==> src/rtl/btn_pkg.sv <==
// Shared definitions for the button event path: FSM encoding and cycle-count helpers.
package btn_pkg;

  typedef enum logic [1:0] {
    StIdle   = 2'd0,
    StHold   = 2'd1,
    StRepeat = 2'd2
  } btn_state_e;

  // Rounded cycle count for a duration, never less than one cycle.
  function automatic int unsigned cycles_from(real freq_hz, real secs);
    int c;
    c = $rtoi(freq_hz * secs + 0.5);
    if (c < 1) c = 1;
    return unsigned'(c);
  endfunction

  function automatic int cnt_width(int unsigned a, int unsigned b);
    int unsigned m;
    m = (a > b) ? a : b;
    return $clog2(m + 1);
  endfunction

endpackage

==> src/rtl/btn_cycle_timer.sv <==
// Loadable up-counter with clear, enable and saturation at a programmable terminal value.
module btn_cycle_timer #(
  parameter int unsigned Width = 4
) (
  input  logic             clk,
  input  logic             reset,
  input  logic             clr,
  input  logic             load,
  input  logic [Width-1:0] load_val,
  input  logic             inc,
  input  logic [Width-1:0] limit,
  output logic             tc
);

  logic [Width-1:0] count_q, count_d;

  assign tc = (count_q == limit);

  always_comb begin
    count_d = count_q;
    if (clr) begin
      count_d = '0;
    end else if (load) begin
      count_d = load_val;
    end else if (inc && !tc) begin
      count_d = count_q + 1'b1;
    end
  end

  always_ff @(posedge clk or negedge reset) begin
    if (!reset) begin
      count_q <= '0;
    end else begin
      count_q <= count_d;
    end
  end

endmodule

==> src/rtl/btn_event_gen.sv <==
// Turns a debounced button level into press, release and typematic repeat pulses.
module btn_event_gen
  import btn_pkg::*;
#(
  parameter int unsigned CLKIN_FREQ    = 27000000,
  parameter real         HOLD_DELAY    = 0.5,
  parameter real         REPEAT_PERIOD = 0.1
) (
  input  logic clk,
  input  logic reset,
  input  logic debounceIn,
  input  logic repeatEn,
  output logic pressPulse,
  output logic releasePulse,
  output logic repeatPulse,
  output logic heldOut
);

  localparam int unsigned HoldCycles   = cycles_from(real'(CLKIN_FREQ), HOLD_DELAY);
  localparam int unsigned RepeatCycles = cycles_from(real'(CLKIN_FREQ), REPEAT_PERIOD);
  localparam int          CntW         = cnt_width(HoldCycles, RepeatCycles);
  localparam logic [CntW-1:0] HoldLast   = CntW'(HoldCycles - 1);
  localparam logic [CntW-1:0] RepeatLast = CntW'(RepeatCycles - 1);

  btn_state_e      state_q, state_d;
  logic            rise, fall;
  logic            press_d, release_d, repeat_d;
  logic            cnt_clr, cnt_inc, cnt_tc;
  logic [CntW-1:0] cnt_limit;

  // heldOut doubles as the previous-level register for edge detection.
  assign rise = debounceIn & ~heldOut;
  assign fall = ~debounceIn & heldOut;

  btn_cycle_timer #(
    .Width (CntW)
  ) u_timer (
    .clk      (clk),
    .reset    (reset),
    .clr      (cnt_clr),
    .load     (1'b0),
    .load_val ('0),
    .inc      (cnt_inc),
    .limit    (cnt_limit),
    .tc       (cnt_tc)
  );

  always_ff @(posedge clk or negedge reset) begin
    if (!reset) begin
      state_q      <= StIdle;
      heldOut      <= 1'b0;
      pressPulse   <= 1'b0;
      releasePulse <= 1'b0;
      repeatPulse  <= 1'b0;
    end else begin
      state_q      <= state_d;
      heldOut      <= debounceIn;
      pressPulse   <= press_d;
      releasePulse <= release_d;
      repeatPulse  <= repeat_d;
    end
  end

  always_comb begin
    state_d = state_q;
    if (fall) begin
      state_d = StIdle;
    end else begin
      unique case (state_q)
        StIdle:   if (rise) state_d = StHold;
        StHold:   if (cnt_tc && repeatEn) state_d = StRepeat;
        StRepeat: state_d = StRepeat;
        default:  state_d = StIdle;
      endcase
    end
  end

  // Release takes priority over a coincident terminal count.
  always_comb begin
    press_d   = 1'b0;
    release_d = 1'b0;
    repeat_d  = 1'b0;
    cnt_clr   = 1'b0;
    cnt_inc   = 1'b0;
    cnt_limit = (state_q == StRepeat) ? RepeatLast : HoldLast;
    if (fall) begin
      release_d = 1'b1;
      cnt_clr   = 1'b1;
    end else begin
      unique case (state_q)
        StIdle: begin
          if (rise) begin
            press_d = 1'b1;
            cnt_clr = 1'b1;
          end
        end
        StHold: begin
          if (!cnt_tc) begin
            cnt_inc = 1'b1;
          end else if (repeatEn) begin
            repeat_d = 1'b1;
            cnt_clr  = 1'b1;
          end
        end
        StRepeat: begin
          if (!repeatEn) begin
            cnt_clr = 1'b1;
          end else if (cnt_tc) begin
            repeat_d = 1'b1;
            cnt_clr  = 1'b1;
          end else begin
            cnt_inc = 1'b1;
          end
        end
        default: ;
      endcase
    end
  end

endmodule

==> config.mk <==
export PLATFORM = sky130hd
export DESIGN_NAME = btn_event_gen
export DESIGN_NICKNAME = d
export VERILOG_FILES = /design/src/rtl/btn_pkg.sv /design/src/rtl/btn_cycle_timer.sv /design/src/rtl/btn_event_gen.sv
export SDC_FILE = /design/constraint.sdc
export NUM_CORES = 1
export LEC_CHECK = 0
export CAP_MARGIN = 20
export CELL_PAD_IN_SITES_DETAIL_PLACEMENT = 0
export CELL_PAD_IN_SITES_GLOBAL_PLACEMENT = 1
export CORE_MARGIN = 2
export CORE_UTILIZATION = 40
export CTS_CLUSTER_SIZE = 24
export DETAILED_ROUTE_END_ITERATION = 16
export PLACE_DENSITY_LB_ADDON = 0.1
export RECOVER_POWER = 25
export SLEW_MARGIN = 30
export SYNTH_ARGS = -nofsm -noshare
export SYNTH_HDL_FRONTEND = slang
export SYNTH_SLANG_ARGS = --single-unit
==> constraint.sdc <==
create_clock -name clk -period 3.3 [get_ports clk]
set_input_delay 0.66 -clock clk [delete_from_list [all_inputs] [get_ports clk]]
set_output_delay 0.66 -clock clk [all_outputs]
set_load 0.1 [all_outputs]
==> summary.txt <==
Global route
  • Grt total ovfl: 0
  • Vias in the first global route: 1610
  • Largest net degree at the start of global routing: 40
  • First-pass GRT wire length: 7638 um
  • GRT Total Usage: 19.10%
  • Initial antenna violation count: 0

Synth
  • FF+latch count, synth: 30
  • Post-synth EDFFs: 0
  • Ys Warns: 0
  • Main flop type after synthesis: dfrtp_1
  • Mapped Nets: 205
  • Sequential fraction of the synthesis area: 41.01%
  • Synth unique cells: 42
  • Post-synth ARST share: 100.0%
  • Post-Syn Area: 1831 um^2
  • Syn_area_per_cell: 9.436 um^2
  • Mapped Cells: 194

Critical path
  • Max incr delay on CP: 570 ps
  • Register-to-register setup slack: 790 ps
  • Critical-path top delay cell: dlygate4sd3_1
  • CP Max Fanout: 18
  • Worst Reg-to-Reg Cells: 8
  • Setup crit end kind: register
  • Critical path required time: 3510 ps
  • CP dominant cell by count: buf_4
  • Crit-path cells: dlygate4sd3_1, inv_1, ha_1, nor2b_1, buf_4, nand2_1, buf_4, or4_1, a21oi_1
  • Arrival time of the worst setup path: 2870 ps
  • R2R Path End: u_timer.count_q[22]$_DFFE_PN0P_
  • Setup Crit Path Kind: input pin to register
  • RR Startpoint: state_q[0]$_DFFE_PN0P_
  • Startpoint Class: input pin

Route
  • Routed Antenna Nets: 0
  • Detailed Route Iter0 Violations: 113
  • Via count: 1584
  • Post-route DRC: 0
  • DR WL/cell: 17.27 um
  • Number of vias per cell: 6.236
  • Drt pass-1 iters: 4
  • Final WL: 4386 um

Layout
  • Commonest cells after routing, fill and taps aside: dfrtp_1, a21oi_1, o31ai_1, or4_1
  • Layout cells sized above 1: 11.39%
  • Layout area overhead: 9.501%
  • Nets: 213
  • Commonest non-fill, non-tap cell in the layout: dfrtp_1
  • Diode count: 0
  • Post-route cell area: 2004 um^2

Floorplanning
  • Initial Util: 41.75%
  • # rows: 24
  • Die outline width: 71.65 um
  • Die ar.: 5134 um^2
  • Die height: 71.65 um
  • I/O pin total: 8
  • Core footprint: 4384 um^2

Clock tree
  • Clock-pin slew on the worst setup and hold paths: 60 ps
  • CTS Buffer Depth: 2
  • Root Buffer: clkbuf_8
  • Worst-Skew Late Latency: 290 ps
  • Post-CTS setup buffer count: 0
  • H-tree depth: 2
  • Cts hold-fix bufs: 0
  • Num CTS Buffers: 5
  • CTS tree: yes
  • PostCTS Resize Cnt: 0
  • Num Clock Sinks: 30

Min path
  • HP Class: register to register
  • Hold Startpoint: state_q[0]$_DFFE_PN0P_
  • Hold path endpoint: state_q[0]$_DFFE_PN0P_
  • Hold Path Depth: 1

Timing
  • Worst slew pin tran: 1662 ps
  • F_max: 374.7 MHz
  • Max-slew violations: 31
  • Setup Skew: 7.966 ps
  • Final hold viol count: 0
  • RSZ-0062 raised after global routing: false
  • Final setup margin: 631.5 ps
  • Slew Limit Headroom: -10.80%
  • Final Cycle Share: 80.86%
  • Final setup fails: 0
  • Min cycle time layout: 2668 ps
  • Post-Route Setup TNS: 0 ps

Placed design
  • Pre-CTS WS: 425.1 ps
  • Placed Area: 1929 um^2
  • Post-detail-place hpwl: 2987 um
  • RePlAce Congestion: 0.7840
  • I/O Buffers: 7

Flow run
  • Max cap viols: 1

Power and ir drop
  • Maximum vdd drop: 196.8 uV
  • Pwr dens: 510.3 nW/um^2
  • Pleak: 0.7925 nW

Outcome
  • Status: finished with violations
  • Violated checks: capacitance limit, slew limit
worst max-delay path: cells and delay by family:
kind            cells  cell delay [ps]
simple gates        3              730
buf+inv             4             1050
fa+ha+maj           1              260
compound gates      1              170
cells in the mapped netlist, drive strengths merged (4+ instances only):
master | instances | area, um^2
and2 | 4 | 26.28
or3 | 7 | 43.79
o31ai | 15 | 112.6
inv | 6 | 22.52
dfrtp | 30 | 750.7
or4 | 15 | 112.6
ha | 7 | 87.58
o21ai | 6 | 30.03
and3 | 4 | 31.28
nand3 | 10 | 50.05
nand2 | 10 | 37.54
nor2 | 9 | 33.78
clkbuf | 4 | 16.26
buf | 7 | 60.05
a21oi | 23 | 115.1
nand4 | 9 | 71.32
worst max path at each step:
stage                     cells after the start  slack [ps]                               to              startpoint
after floorplan                               6         790  u_timer.count_q[15]$_DFFE_PN0P_       heldOut$_DFF_PN0_
after global placement                        9         530   u_timer.count_q[7]$_DFFE_PN0P_              debounceIn
after detailed placement                      9         430  u_timer.count_q[10]$_DFFE_PN0P_              debounceIn
after CTS                                     9         710  u_timer.count_q[17]$_DFFE_PN0P_              debounceIn
after global routing                          7         480           state_q[1]$_DFFE_PN0P_  state_q[0]$_DFFE_PN0P_
final                                         9         630  u_timer.count_q[17]$_DFFE_PN0P_              debounceIn
where the power goes:
part / internal, mW / switching [mW]
sequential: 0.390 / 0.0185
clock: 0.141 / 0.141
combinational: 0.102 / 0.231
cell families (layout without fill, tap and decap cells):
logic type | Yosys count | in the layout | synth area share (%)
flip-flops | 30 | 30 | 41.01
AND/OR/NAND/NOR | 85 | 85 | 29.67
XOR/XNOR | 4 | 4 | 1.914
AO/OA/AOI/OAI | 51 | 51 | 17.23
adder cells (fa/ha/maj) | 7 | 7 | 4.784
buffers and inverters | 17 | 25 | 5.399
state kept, by name, summed over array words and instances (netlist names):
signal	flops
heldOut	1
repeatPulse	1
pressPulse	1
releasePulse	1
u_timer.count_q	24
state_q	2
final cells by class:
cell class	count	area [um^2]
fillers	450	2380
multi-input cells	147	993.5
flip-flops and latches	30	750.7
repair buffers	12	93.84
clock buffers	5	68.82
well taps	52	65.06
inverters	6	22.52
clock inverters	2	10.01
layer usage:
metal	track usage, %	vias up	part of all wire, %
li1	-	760	-
met1	24.38	790	47
met2	31.17	26	48
met3	4.641	8	3.2
met4	7.547	0	1.7
met5	0	-	0
per-stage QoR:
stage | total power, mW | std cells | hold slack (ps) | utilization, %
final | 1.023 | 254 | 556.2 | 45.72
after global routing | 1.100 | 254 | 607.5 | 45.72
after CTS | 1.037 | 254 | 558.8 | 45.80
after detailed placement | 0.7483 | 247 | 548.8 | 44.01
after global placement | 0.7351 | 247 | 534.3 | 44.01
after floorplan | 0.6756 | 194 | 364.4 | -
No activity file was read; power rests on OpenSTA's default activity.
==> edit 1: new RTL, same settings <==
Re-encode `btn_state_e` (3 states) as one-hot, 3 bits wide.
--- a/src/rtl/btn_pkg.sv
+++ b/src/rtl/btn_pkg.sv
@@ -3,6 +3,6 @@
 
-  typedef enum logic [1:0] {
-    StIdle   = 2'd0,
-    StHold   = 2'd1,
-    StRepeat = 2'd2
+  typedef enum logic [2:0] {
+    StIdle   = 3'b001,
+    StHold   = 3'b010,
+    StRepeat = 3'b100
   } btn_state_e;
Formal check against the unedited RTL: no difference found for any inputs over 10 cycles, from zero or initial values and one cycle with reset low; not proved beyond that.
==> edit 1 against the original RTL <==
- the run still ends with max-capacitance violations, max-slew violations left
- global-route usage shrank 2.2 points
- cell area shrank 2.0%
- fmax grew 8.2%
- die area shrank 2.0%
- wire length shrank 14%
- cell count shrank 4.7%
- setup slack gained 0.20 ns
- area after synthesis shrank 2.1%
- sequential cell count grew 1
- critical path type unchanged
- critical endpoint is now u_timer.count_q[2]
- highest routed layer unchanged
Power is not compared: it rests on default switching activity, and its combinational part moved more than twofold at a synthesized area within 25%.
==> edit 1: results (changes against the original RTL) <==
Routing
The detailed-route wire length on metal 1 came to 1.86 mm (-9.8%). The detailed-routed wire length on met2 is 1.68 mm (-21%). The routed length on met3 is 176 um (+25%).

The sum of routed wire length over all layers was 3.76 mm (-14%). The per-cell via count in the routed design came to 5.79 (-7.2%).

Logic synthesis
The compound-gate portion of the synthesized area came to 10.8% (-6.5 points). The total nets after synthesis is 190 (-7.3%). The sequential-to-total area share from yosys stat is 43.4% (+2.4 points). The commonest cells after synthesis are sky130_fd_sc_hd__dfrtp_1 (30), sky130_fd_sc_hd__nor2_1 (22), sky130_fd_sc_hd__xor2_1 (16). The number of unique standard cell types used by synthesis is 43 (+2.4%).

The fraction of the mapped netlist area in adder cells is 2.09% (-2.7 points).

Timing
The post-route clock period utilization is 74.7% (-6.1 points). The final count of pins violating max slew is 32 (+3.2%). The worst clock skew on the final layout came to 0.00549 ns (-0.00247 ns).

The actual slew at the worst max-slew pin is 1.71 ns (+0.0521 ns).

Run
The max-cap check violation count is 1 (unchanged).

Global routing
The global routing met2 resource utilization came to 24.3% (-6.9 points). The pin count of the biggest net entering global routing is 32 (-20%). The global routing usage on met1 is 24.9% (+0.48 points). The overall routing resource usage is 16.9% (-2.2 points).

The wire length of the first global-routing pass is 6.61 mm (-13%). The number of global-route vias before repair came to 1,330 (-17%). The global routing usage on met3 is 4.27% (-0.37 points).

Setup path
The setup slack of the most critical reg-to-reg path is 0.88 ns (+0.09 ns). The slowest stage of the critical path is the sky130_fd_sc_hd__clkdlybuf4s50_1 cell. The worst flop-to-flop path endpoint is u_timer.count_q[18]. The peak fanout along the critical path is 10 (-8). The source of the worst register-to-register timing path is u_timer.count_q[0]. The launching instance or port of the critical path is repeatEn.

The last element of the critical path is u_timer.count_q[2]. The depth of the worst register-to-register path came to 6 (-2).

Cells and area
The inverter count of the layout excluding clock inverters was 5 (-1). The buffer share of cell area is 3.25% (-1.4 points). The layout sequential cell count is 31 (+3.3%). The layout multi-input combinational cell count was 140 (-4.8%).

The count of clock buffers in the final design was 6 (+1). The proportion of cell area occupied by multi-input gates was 49.2% (-0.33 points). The non-clock buffer count in the final layout is 8 (-4). The final cell count without fillers was 242 (-4.7%). In the final layout, the registers with the most flip-flops are u_timer.count_q: 24 flops, state_q: 3 flops.

The proportion of layout cells with a drive suffix above 1 is 11.1% (-0.33 points). The clock-cell share of area is 3.69% (-0.24 points). The number of nets at the end of the flow is 198 (-7.0%).

Place
The half-perimeter wire length of the detailed placement result is 2.57 mm (-14%). The final weighted congestion in routability-driven placement is 0.744 (-5.2%). The total placed instance area is 1890 um2 (-2.2%).

Run status
The checks that failed: max-capacitance violations, max-slew violations. The run finished, with violations left.
edit 1: cell types whose count changed after synthesis, moves of 4 or more:
cell                      delta
sky130_fd_sc_hd__a21oi_1    -15
sky130_fd_sc_hd__xor2_1     +15
sky130_fd_sc_hd__nor2_1     +13
sky130_fd_sc_hd__o31ai_1    -11
sky130_fd_sc_hd__or4_1      -11
sky130_fd_sc_hd__buf_6       -4
sky130_fd_sc_hd__ha_1        -4
sky130_fd_sc_hd__or3_1       -4
edit 1: worst min-delay path by stage:
stage	start	to	slack, ns	cells after the start
6_report	u_timer.count_q[23]	u_timer.count_q[23]	0.57	2
3_3_place_gp	u_timer.count_q[23]	u_timer.count_q[23]	0.54	2
3_5_place_dp	u_timer.count_q[17]	u_timer.count_q[17]	0.56	2
2_1_floorplan	reset	heldOut	0.36	0
4_1_cts	u_timer.count_q[17]	u_timer.count_q[17]	0.57	2
5_1_grt	u_timer.count_q[23]	u_timer.count_q[23]	0.60	2
==> edit 2: new RTL, config.mk and constraints unchanged <==
Without the edit above. Change the parameter `CLKIN_FREQ` from 27000000 to 6750000.
--- a/src/rtl/btn_event_gen.sv
+++ b/src/rtl/btn_event_gen.sv
@@ -4,3 +4,3 @@
 #(
-  parameter int unsigned CLKIN_FREQ    = 27000000,
+  parameter int unsigned CLKIN_FREQ    = 6750000,
   parameter real         HOLD_DELAY    = 0.5,
Function: no difference found for any inputs over 10 cycles, from zero or initial values and one cycle with reset low; that may be too few to reach the edited logic, so the function may still have changed.
==> edit 2 against the original RTL <==
- the run still ends with max-capacitance violations, max-slew violations left
- sequential share of layout area is 2.4 points higher
- total power is 19% lower
- cell area is 12% lower
- via count is 26% lower
- sequential cell count is 2 lower
- wire length is 26% lower
- clock skew is 0.0022 ns higher
- area after synthesis is 13% lower
- setup slack better by 0.14 ns
- highest routed layer unchanged
==> edit 2: results (changes against the original RTL) <==
Cells and area
The final cell count without fillers is 218 (-14%). The clock-cell share of area is 2.35% (-1.6 points). The sequential cell area is 701 um2 (-6.7%).

The multi-input combinational cell area is 841 um2 (-15%). The non-clock buffer count in the final layout came to 11 (-1). The count of clock buffers in the final design is 3 (-2).

The layout multi-input combinational cell count is 120 (-18%). The final design utilization came to 47.0% (+1.3 points). The inverter count of the layout excluding clock inverters is 8 (+2).

The layout sequential cell count is 28 (-6.7%). The largest registers in the layout are u_timer.count_q: 22 flops, state_q: 2 flops.

Setup path
The worst register-to-register path ends at u_timer.count_q[16]. The family with the most delay on the worst path is simple AND/OR/NAND/NOR gates.

Routing
The average wire per standard cell is 14.8 um (-14%). The starting DRC count in detailed routing is 87 (-23%). The number of vias after detailed routing is 1,170 (-26%).

Power and ir drop
The maximum vdd ir drop was 0.175 mV (-11%). The leakage power of the design is 0.791 nW (-0.13%). The clock-net power came to 189 uW (-33%).

Place
The total placed instance area is 1720 um2 (-11%). The post-place setup slack came to 0.569 ns (+0.144 ns).

Logic synthesis
The fraction of the mapped netlist area in adder cells is 5.47% (+0.68 points). The total nets after synthesis is 171 (-17%). The area share of xor/xnor cells in the synthesized design is 10.9% (+9.0 points). The sequential-to-total area share from yosys stat was 43.8% (+2.7 points). The post-synthesis area per instance came to 10.0 um2 (+6.1%).

Run status
The flow ran to the end, but the final reports show violations. The final reports fail on max-capacitance violations, max-slew violations.

Timing
The tightest hold margin is 0.568 ns (+0.0119 ns). The final count of pins violating max slew is 29 (-6.5%).

Global routing
The overall routing resource usage is 16.6% (-2.5 points). The pin count of the biggest net entering global routing was 29 (-28%). The wire length of the first global-routing pass is 5.65 mm (-26%).

Run
The max-cap check violation count is 1 (unchanged).

Hold path
The endpoint with the worst hold slack is u_timer.count_q[21]. The number of cells on the worst hold path is 2 (+1). In this run the most critical hold path is launched from u_timer.count_q[21].

Clocking
The number of H-tree levels is 1 (-1).
## edit 2: changes by cell type in the layout (fill, tap and decap cells not counted), moves of 4 or more
| cell | unedited run | this run |
|---|---|---|
| sky130_fd_sc_hd__a21oi_1 | 23 | 4 |
| sky130_fd_sc_hd__nand4_1 | 8 | 12 |
| sky130_fd_sc_hd__nor2_1 | 9 | 25 |
| sky130_fd_sc_hd__o21ai_0 | 6 | 1 |
| sky130_fd_sc_hd__o31ai_1 | 15 | 0 |
| sky130_fd_sc_hd__or3_1 | 7 | 1 |
| sky130_fd_sc_hd__or4_1 | 15 | 1 |
| sky130_fd_sc_hd__xor2_1 | 1 | 18 |
## edit 2: metal layers
layer	share of wire (%)	GRT usage (%)
met1	51	22.6
met2	46	27.1
met5	0	0
met3	2.3	2.50
met4	0.71	5.61
## edit 2: cell families after synthesis
logic type	count (synthesis)
and+or+nand+nor	79
DFF	28
xor gates and xnor gates	20
buffers and inverters	12
AOI/OAI and AO/OA	11
adders and majority gates	7
muxes	3
